### src/rtl/dmem_arbiter_if.sv
// dmem_arbiter_if: bundles the two requester ports and the memory-side bus
// of dmem_arbiter. Signal names keep the arbiter's point of view
// (i_ = into the arbiter, o_ = out of the arbiter).
// slave modport: the arbiter. master modport: requesters plus memory.
`timescale 1ns/1ps
interface dmem_arbiter_if #(
  parameter int ADDR_W = 32,
  parameter int DATA_W = 32
);
  // Requester m0 (CPU load/store stage)
  logic              i_m0_req;
  logic              i_m0_we;
  logic [ADDR_W-1:0] i_m0_addr;
  logic [DATA_W-1:0] i_m0_wdata;
  logic              o_m0_gnt;
  logic              o_m0_rvalid;
  logic [DATA_W-1:0] o_m0_rdata;
  // Requester m1 (DMA / debug loader)
  logic              i_m1_req;
  logic              i_m1_we;
  logic [ADDR_W-1:0] i_m1_addr;
  logic [DATA_W-1:0] i_m1_wdata;
  logic              o_m1_gnt;
  logic              o_m1_rvalid;
  logic [DATA_W-1:0] o_m1_rdata;
  // Memory side
  logic              o_mem_we;
  logic [ADDR_W-1:0] o_mem_addr;
  logic [DATA_W-1:0] o_mem_wdata;
  logic [DATA_W-1:0] i_mem_rdata;

  modport slave (
    input  i_m0_req, i_m0_we, i_m0_addr, i_m0_wdata,
    output o_m0_gnt, o_m0_rvalid, o_m0_rdata,
    input  i_m1_req, i_m1_we, i_m1_addr, i_m1_wdata,
    output o_m1_gnt, o_m1_rvalid, o_m1_rdata,
    output o_mem_we, o_mem_addr, o_mem_wdata,
    input  i_mem_rdata
  );

  modport master (
    output i_m0_req, i_m0_we, i_m0_addr, i_m0_wdata,
    input  o_m0_gnt, o_m0_rvalid, o_m0_rdata,
    output i_m1_req, i_m1_we, i_m1_addr, i_m1_wdata,
    input  o_m1_gnt, o_m1_rvalid, o_m1_rdata,
    input  o_mem_we, o_mem_addr, o_mem_wdata,
    output i_mem_rdata
  );
endinterface

### src/rtl/dmem_arbiter.sv
// dmem_arbiter: shares a single-port data memory (synchronous write,
// combinational read) between m0 (CPU) and m1 (DMA/debug loader).
// Default build: m0 has fixed priority; a hold counter forces one m1 grant
// after MAX_HOLD consecutive m0 grants while m1 waits.
// Optional macro DMEM_ARB_RR_EN: strict round-robin instead; the hold
// counter is not built and MAX_HOLD is ignored.
//
// Handshake: a requester raises req with we/addr/wdata and keeps all of
// them stable until the cycle in which its gnt is 1; that cycle consumes
// the request (write commits at the closing edge, read data is captured at
// the closing edge and shown with a one-cycle rvalid pulse afterwards).
// gnt is combinational from req and arbiter state; at most one gnt is high.
`timescale 1ns/1ps
module dmem_arbiter #(
  parameter int ADDR_W   = 32,
  parameter int DATA_W   = 32,
  parameter int MAX_HOLD = 4
) (
  input  logic           i_clk,
  input  logic           i_rst_n,
  dmem_arbiter_if.slave  bus
);

  logic              w_gnt_m0;
  logic              w_gnt_m1;
  logic              r_m0_rvalid;
  logic              r_m1_rvalid;
  logic [DATA_W-1:0] r_m0_rdata;
  logic [DATA_W-1:0] r_m1_rdata;

`ifdef DMEM_ARB_RR_EN
  // 0 = m0 owned the last grant, 1 = m1 did
  logic r_last_owner;

  // Round-robin grant: on contention the port not granted last time wins
  always_comb begin
    w_gnt_m0 = 1'b0;
    w_gnt_m1 = 1'b0;
    if (i_rst_n) begin
      if (bus.i_m0_req && bus.i_m1_req) begin
        if (r_last_owner) w_gnt_m0 = 1'b1;
        else              w_gnt_m1 = 1'b1;
      end else begin
        w_gnt_m0 = bus.i_m0_req;
        w_gnt_m1 = bus.i_m1_req;
      end
    end
  end

  // Remember the owner of every grant
  always_ff @(posedge i_clk) begin
    if (!i_rst_n) begin
      r_last_owner <= 1'b0;
    end else if (w_gnt_m1) begin
      r_last_owner <= 1'b1;
    end else if (w_gnt_m0) begin
      r_last_owner <= 1'b0;
    end
  end
`else
  localparam logic [3:0] LP_MAX_HOLD = 4'(MAX_HOLD);

  // Consecutive m0 grants while m1 has been waiting, saturating
  logic [3:0] r_hold_cnt;

  // Priority grant: m0 wins contention until the hold counter saturates
  always_comb begin
    w_gnt_m0 = 1'b0;
    w_gnt_m1 = 1'b0;
    if (i_rst_n) begin
      if (bus.i_m0_req && bus.i_m1_req) begin
        if (r_hold_cnt == LP_MAX_HOLD) w_gnt_m1 = 1'b1;
        else                           w_gnt_m0 = 1'b1;
      end else begin
        w_gnt_m0 = bus.i_m0_req;
        w_gnt_m1 = bus.i_m1_req;
      end
    end
  end

  // Starvation guard: count m0 wins over a waiting m1, clear once m1 is served or idle
  always_ff @(posedge i_clk) begin
    if (!i_rst_n) begin
      r_hold_cnt <= 4'd0;
    end else if (w_gnt_m1 || !bus.i_m1_req) begin
      r_hold_cnt <= 4'd0;
    end else if (w_gnt_m0 && (r_hold_cnt != LP_MAX_HOLD)) begin
      r_hold_cnt <= r_hold_cnt + 4'd1;
    end
  end
`endif

  // Memory-side mux: forward the granted port, drive zeros when idle
  always_comb begin
    bus.o_mem_we    = 1'b0;
    bus.o_mem_addr  = '0;
    bus.o_mem_wdata = '0;
    if (w_gnt_m0) begin
      bus.o_mem_we    = bus.i_m0_we;
      bus.o_mem_addr  = bus.i_m0_addr;
      bus.o_mem_wdata = bus.i_m0_wdata;
    end else if (w_gnt_m1) begin
      bus.o_mem_we    = bus.i_m1_we;
      bus.o_mem_addr  = bus.i_m1_addr;
      bus.o_mem_wdata = bus.i_m1_wdata;
    end
  end

  // Read response: capture memory data at the end of a read grant, pulse rvalid once
  always_ff @(posedge i_clk) begin
    if (!i_rst_n) begin
      r_m0_rvalid <= 1'b0;
      r_m1_rvalid <= 1'b0;
      r_m0_rdata  <= '0;
      r_m1_rdata  <= '0;
    end else begin
      r_m0_rvalid <= w_gnt_m0 && !bus.i_m0_we;
      r_m1_rvalid <= w_gnt_m1 && !bus.i_m1_we;
      if (w_gnt_m0 && !bus.i_m0_we) r_m0_rdata <= bus.i_mem_rdata;
      if (w_gnt_m1 && !bus.i_m1_we) r_m1_rdata <= bus.i_mem_rdata;
    end
  end

  // A pending response is cancelled as soon as reset is asserted
  assign bus.o_m0_gnt    = w_gnt_m0;
  assign bus.o_m1_gnt    = w_gnt_m1;
  assign bus.o_m0_rvalid = r_m0_rvalid && i_rst_n;
  assign bus.o_m1_rvalid = r_m1_rvalid && i_rst_n;
  assign bus.o_m0_rdata  = r_m0_rdata;
  assign bus.o_m1_rdata  = r_m1_rdata;

endmodule
### src/flat_wrapper.sv
// flat-port wrapper written by rule: the top's interface ports become plain ports
module dmem_arbiter_flat 
#(
  parameter int ADDR_W   = 32,
  parameter int DATA_W   = 32,
  parameter int MAX_HOLD = 4
)
  (i_clk, i_rst_n, bus_i_m0_req, bus_i_m0_we, bus_i_m0_addr, bus_i_m0_wdata, bus_o_m0_gnt, bus_o_m0_rvalid, bus_o_m0_rdata, bus_i_m1_req, bus_i_m1_we, bus_i_m1_addr, bus_i_m1_wdata, bus_o_m1_gnt, bus_o_m1_rvalid, bus_o_m1_rdata, bus_o_mem_we, bus_o_mem_addr, bus_o_mem_wdata, bus_i_mem_rdata);
  dmem_arbiter_if #(.ADDR_W(ADDR_W), .DATA_W(DATA_W)) bus_i ();
  input  logic i_clk;
  input  logic i_rst_n;
  input wire logic [$bits(bus_i.i_m0_req)-1:0] bus_i_m0_req;
  input wire logic [$bits(bus_i.i_m0_we)-1:0] bus_i_m0_we;
  input wire logic [$bits(bus_i.i_m0_addr)-1:0] bus_i_m0_addr;
  input wire logic [$bits(bus_i.i_m0_wdata)-1:0] bus_i_m0_wdata;
  output wire logic [$bits(bus_i.o_m0_gnt)-1:0] bus_o_m0_gnt;
  output wire logic [$bits(bus_i.o_m0_rvalid)-1:0] bus_o_m0_rvalid;
  output wire logic [$bits(bus_i.o_m0_rdata)-1:0] bus_o_m0_rdata;
  input wire logic [$bits(bus_i.i_m1_req)-1:0] bus_i_m1_req;
  input wire logic [$bits(bus_i.i_m1_we)-1:0] bus_i_m1_we;
  input wire logic [$bits(bus_i.i_m1_addr)-1:0] bus_i_m1_addr;
  input wire logic [$bits(bus_i.i_m1_wdata)-1:0] bus_i_m1_wdata;
  output wire logic [$bits(bus_i.o_m1_gnt)-1:0] bus_o_m1_gnt;
  output wire logic [$bits(bus_i.o_m1_rvalid)-1:0] bus_o_m1_rvalid;
  output wire logic [$bits(bus_i.o_m1_rdata)-1:0] bus_o_m1_rdata;
  output wire logic [$bits(bus_i.o_mem_we)-1:0] bus_o_mem_we;
  output wire logic [$bits(bus_i.o_mem_addr)-1:0] bus_o_mem_addr;
  output wire logic [$bits(bus_i.o_mem_wdata)-1:0] bus_o_mem_wdata;
  input wire logic [$bits(bus_i.i_mem_rdata)-1:0] bus_i_mem_rdata;
  assign bus_i.i_m0_req = bus_i_m0_req;
  assign bus_i.i_m0_we = bus_i_m0_we;
  assign bus_i.i_m0_addr = bus_i_m0_addr;
  assign bus_i.i_m0_wdata = bus_i_m0_wdata;
  assign bus_o_m0_gnt = bus_i.o_m0_gnt;
  assign bus_o_m0_rvalid = bus_i.o_m0_rvalid;
  assign bus_o_m0_rdata = bus_i.o_m0_rdata;
  assign bus_i.i_m1_req = bus_i_m1_req;
  assign bus_i.i_m1_we = bus_i_m1_we;
  assign bus_i.i_m1_addr = bus_i_m1_addr;
  assign bus_i.i_m1_wdata = bus_i_m1_wdata;
  assign bus_o_m1_gnt = bus_i.o_m1_gnt;
  assign bus_o_m1_rvalid = bus_i.o_m1_rvalid;
  assign bus_o_m1_rdata = bus_i.o_m1_rdata;
  assign bus_o_mem_we = bus_i.o_mem_we;
  assign bus_o_mem_addr = bus_i.o_mem_addr;
  assign bus_o_mem_wdata = bus_i.o_mem_wdata;
  assign bus_i.i_mem_rdata = bus_i_mem_rdata;
  dmem_arbiter #(.ADDR_W(ADDR_W), .DATA_W(DATA_W), .MAX_HOLD(MAX_HOLD)) u_core (.i_clk(i_clk), .i_rst_n(i_rst_n), .bus(bus_i));
endmodule
### config.mk
export PLATFORM = sky130hd
export DESIGN_NAME = dmem_arbiter_flat
export DESIGN_NICKNAME = d
export VERILOG_FILES = /design/src/rtl/dmem_arbiter_if.sv /design/src/rtl/dmem_arbiter.sv /design/src/flat_wrapper.sv
export SDC_FILE = /design/constraint.sdc
export NUM_CORES = 1
export LEC_CHECK = 0
export ABC_AREA = 1
export BUFFER_PORTS_ARGS = -buffer_cell sky130_fd_sc_hd__buf_4
export CAP_MARGIN = 10
export CORE_AREA = 4 4 115 117
export CTS_CLUSTER_DIAMETER = 200
export DETAILED_ROUTE_END_ITERATION = 10
export DIE_AREA = 0 0 119 121
export PLACE_DENSITY = 0.7
export SETUP_SLACK_MARGIN = 0.4
export SYNTH_ARGS = -nofsm -noshare
export SYNTH_HDL_FRONTEND = slang
export SYNTH_SLANG_ARGS = --single-unit
### constraint.sdc
create_clock -name i_clk -period 2.4 [get_ports i_clk]
set_clock_uncertainty 0.2 [all_clocks]
set_input_delay 0.72 -clock i_clk [delete_from_list [all_inputs] [get_ports i_clk]]
set_output_delay 0.72 -clock i_clk [all_outputs]
set_load 0.02 [all_outputs]
# [Yosys cells after proc, flatten, opt, wreduce, memory -nomap -nowiden]
# Cells that the tools add are included.
[classes] addsub=1 n_eq_ne=2 n_mux=12 bitwise_logic=1 reduce_logical=11
[ops] op="two-way mux 32 bit" n=4
[ops] op="two-way mux 1 bit" n=8
[ops] op="logical AND 1 bit" n=6
[ops] op="adder 4 x 1 -> 4 bit (second input constant)" n=1
[ops] op="== test 4 x 3 -> 1 bit (second input constant)" n=1
[ops] op="!= test 4 x 3 -> 1 bit (second input constant)" n=1
[ops] op="zero test 1 bit" n=3
[ops] op="OR reduction 2 bit" n=1
[ops] op="logical OR 1 bit" n=1
[ops] op="NOT 1 bit" n=1
[totals] register_bits=70 inputBits=166 out_inout_bits=133 wordCells=32

# [Depth between registers and ports, before layout]
[depth] word_depth=6 depth_mapped=10 mapped_depth_nobuf=8

# [Worst setup path before layout]
# Ideal clock, no wire load.
[synth_path] path_type="in2out" start="in i_rst_n" end="out bus_o_mem_wdata[22]" t_arrival_ns=1.646 t_required_ns=1.480 setup_slack_ns=-0.166 path_stages=7 path_buffers=1 path_cell_list="nand2_1 -> inv_2 -> nand2_1 -> inv_2 -> clkbuf_1 -> nand2_1 -> nand2_1"
[synth_between] elab_cells_between_ends=4 cone_classes="mux: 4"
[synth_lines] item="start, declared" line_no="flat_wrapper.sv:11" source="input logic i_rst_n;"
[synth_lines] item="two-way mux 1 bit" line_no="dmem_arbiter.sv:70" source="if (i_rst_n) begin"
[synth_lines] item="net bus_o_m0_gnt" line_no="flat_wrapper.sv:16" source="output wire logic [$bits(bus_i.o_m0_gnt)-1:0] bus_o_m0_gnt;"
[synth_lines] item="two-way mux 32 bit" line_no="dmem_arbiter.sv:98" source="if (w_gnt_m0) begin"
[synth_lines] item="end, declared" line_no="flat_wrapper.sv:28" source="output wire logic [$bits(bus_i.o_mem_wdata)-1:0] bus_o_mem_wdata;"
# The timed path passes the listed nets, and every way through them passes these cells.

# [Final worst setup path]
[layout_path] start="reg u_core.r_hold_cnt[1]" end="out bus_o_mem_wdata[16]"
[layout_between] elab_chain_cells=6 elab_cells_between_ends=9 cone_classes="eq/ne: 1; mux: 8"
[layout_lines] item="start, declared" line_no="dmem_arbiter.sv:64" source="logic [3:0] r_hold_cnt;"
[layout_lines] item="start signal, assigned" line_no="dmem_arbiter.sv:88" source="r_hold_cnt <= r_hold_cnt + 4'd1;"
[layout_lines] item="== test 4 x 3 -> 1 bit (*)" line_no="dmem_arbiter.sv:72" source="if (r_hold_cnt == LP_MAX_HOLD) w_gnt_m1 = 1'b1;"
[layout_lines] item="two-way mux 1 bit" line_no="dmem_arbiter.sv:72"
[layout_lines] item="two-way mux 1 bit" line_no="dmem_arbiter.sv:71" source="if (bus.i_m0_req && bus.i_m1_req) begin"
[layout_lines] item="two-way mux 1 bit" line_no="dmem_arbiter.sv:70"
[layout_lines] item="two-way mux 32 bit" line_no="dmem_arbiter.sv:102" source="end else if (w_gnt_m1) begin"
[layout_lines] item="two-way mux 32 bit (*)" line_no="dmem_arbiter.sv:98"
# Mark *: on every way between the ends. The rest lies on a longest branch, timed or not.

==> results.toml <==
[timing]
rsz0062_at_grt = "true"
final_period_minus_worst_setup_slack_ps = 2640
tns_ps = -11140
setup_slack_ps = -243
max_freq_mhz = 378
hold_viol = 0
finalCritPeriodShare_pct = 110
slew_headroom_pct = 73.1
drv_slew = 0
tightestPinTransition_ps = 404
finalSetupViolations = 67

[setup_path]
worst_ep_arrival_time_ps = 1720
required_ps = 1480
startpoint_type = "flop"
end_kind = "output pin"
cp_cell_sequence = "inv_2 > ha_4 > nand3_4 > nand2_4 > nand2_4 > clkinv_8 > buf_12 > buf_12 > nand2_1 > nand2_2 > buf_6"
critPathSlowestCell = "dfxtp_2"
critPathBufInv = 5
worstPathMaxFanout = 8
worstSetupPathType = "flop to output pin"
slowest_delay_ps = 330
cpLargestDelayFamily = "buffers and inverters"

[floorplan]
fp.dieH_um = 121
dieWidth_um = 119
rows = 41
ios = 299
core_um2 = 12400
start_util_pct = 34.4
dieArea_um2 = 14400

[pwr]
power_frac_comb_pct = 29.3
power.switching_mw = 1.14
fin_total_pwr_mw = 3.96
power.leakage_nw = 4.67
power.density_nw_per_um2 = 473
intPower_mw = 2.82
peakVddDrop_mv = 0.425
swShare_pct = 28.9
pwr-share-clk_pct = 39.3
seqPwrFrac_pct = 31.3

[clocking]
insertion_delay_ps = 320
cts-root-buf = "clkbuf_16"
cts_max_path_buffers = 2
holdBufCountCts = 0
numCtsBuffers = 9
cts_tree = "built"
htree_levels = 3
path_clk_slew_ps = 60
cts_num_sinks = 70

[synth]
synth_top_cell_area_share_pct = 32.9
ys_warn_count = 0
synth-simple-area-share_pct = 45.6
synth_ff_type = "dfxtp_1"
syn_avg_cell_area_um2 = 5.58
synth_compound_area_share_pct = 0.353
synthArstFlopShare_pct = 0
synth_area_leader_cell = "dfxtp_1"
synth_edf_count = 0
syn_area_um2 = 4260
synth.most_common_cell = "nand2_1"
yosys-top-cells-area = "dfxtp_1 (33%), nand2_1 (29%), inv_1 (15%)"
yosys-top-cells-count = "nand2_1 (328), inv_1 (169), dfxtp_1 (70), nor2_1 (68), nand4_1 (64)"
synth_xor_area_share_pct = 0.206
synthMuxAreaShare_pct = 0
syn-num-nets = 931
ys_seq_elements = 70
syn_inst = 763
yosysSeqAreaShare_pct = 32.9
ys_types = 19
synth_top_family_by_area = "simple AND/OR/NAND/NOR gates"
synth_fa_ha_area_share_pct = 0.588

[final_layout]
num_antenna_cells = 0
nets = 1240
layout-drive-gt1-share_pct = 47.6
area_growth_pct = 96.7

[global_routing]
grt_max_degree = 36
grt_usage_pct = 26.3
globalRoute.totalOverflow = 0
antenna_found_initial = 1
grt_pass1_wl_um = 29400
grt_pass1_vias = 5250

[route]
ant_nets = 0
drt_iter0_drc = 335
via_per_inst = 4.52
vias = 5642
firstDrtPassIters = 5
routed_wl_um = 20200
avgRoutedWirePerCell_um = 16.2
drc = 0

[flow_run]
max-cap-violations = 0

[place]
post-place-ws_ps = -229
dpl.hpwl_um = 14300
numPortBuffers = 298
gp_congestion = 0.855

[min_path]
hold_path_class = "flop to flop"

[status]
status = "complete, but fails checks"
violations = "negative setup slack"
-- power groups by stage --
stage	Sequential (mW)	Clock [mW]	Combinational, mW
global route	1.25	1.64	1.24
CTS	1.24	1.57	1.13
floorplan	1.32	0	0.438
finish	1.24	1.56	1.16
detailed placement	1.26	0	0.991
global placement	1.26	0	0.986
-- placed cells by master, fill, tap and decap left out, types with 3 or more instances in the layout --
cell	count
inv_1	165
nand4_1	64
nor2_1	68
inv_2	4
nand2_1	190
nand3_1	4
nand2_2	99
nand2_4	40
clkbuf_16	10
buf_16	5
bufinv_16	3
buf_12	11
buf_6	73
buf_4	249
dfxtp_1	68
buf_8	3
-- path summary, 6_finish.rpt --
check                                              from  depth (start not counted)                                endpoint  slack (ps)
setup / recovery      u_core.r_hold_cnt[1]$_SDFFE_PP0P_                         11                     bus_o_mem_wdata[16]        -240
hold / removal    u_core.bus.o_m0_rdata[3]$_SDFFE_PN0P_                          4   u_core.bus.o_m0_rdata[3]$_SDFFE_PN0P_         310
setup reg to reg      u_core.r_hold_cnt[0]$_SDFFE_PP0P_                         12  u_core.bus.o_m1_rdata[12]$_SDFFE_PN0P_         490
hold reg to reg   u_core.bus.o_m0_rdata[3]$_SDFFE_PN0P_                          4   u_core.bus.o_m0_rdata[3]$_SDFFE_PN0P_         310
-- kinds of logic after synthesis --
kind of cell               after synthesis
AOI/OAI and AO/OA                        3
and+or+nand+nor                        468
xor gates and xnor gates                 1
buffers and inverters                  219
DFF                                     70
adders and majority gates                2
-- worst register-to-register path, cell delays in order, from the launching register on --
cell and delay, ps:
dfxtp_2 320, inv_2 60, ha_4 170, nand3_4 90, nand2_4 80, buf_4 100
buf_4 100, buf_12 180, nand3_2 130, buf_6 190, nand2_1 70, inv_1 40
nor2_1 100
-- state kept, by name, summed over array words and instances (netlist names) --
name	cells
u_core.bus.o_m0_rdata	32
u_core.bus.o_m1_rdata	32
u_core.r_hold_cnt	4
u_core.r_m0_rvalid	1
u_core.r_m1_rvalid	1
-- stage by stage --
stage	utilization, %	instances	area (um^2)	hold WS, ps
3_3_place_gp	57.6	1214	7130	296
3_5_place_dp	57.6	1214	7130	298
6_report	67.7	1248	8370	309
5_1_grt	67.7	1248	8370	330
2_1_floorplan	-	763	4710	230
4_1_cts	66.2	1242	8180	309
-- per-layer routing --
layer / vias up / GRT usage, % / wire length [um]
met5: - / 0 / 11
met3: 34 / 9.00 / 1970
met2: 270 / 44.8 / 9980
met4: 2 / 7.60 / 565
met1: 2486 / 31.5 / 7690
li1: 2850 / - / -
-- area by class of cell --
cell class	count	area [um^2]
clock buffer	10	239
clock inverter	5	106
fill	1108	3990
inverter	174	681
multi-input combinational	474	2570
sequential	70	1400
tap	172	215
timing repair buffer	343	3150
-- what timing repair did --
action | 4_1_cts | 5_1_grt
setup buffers | 8 | 4
setup endpoints to repair | 85 | 105
gates cloned | 5 | 2
endpoints found under the hold margin | 0 | 0
resized for setup | 140 | 37
pin swaps | 8 | 3
Note: power is estimated with default switching activity, not from simulation.
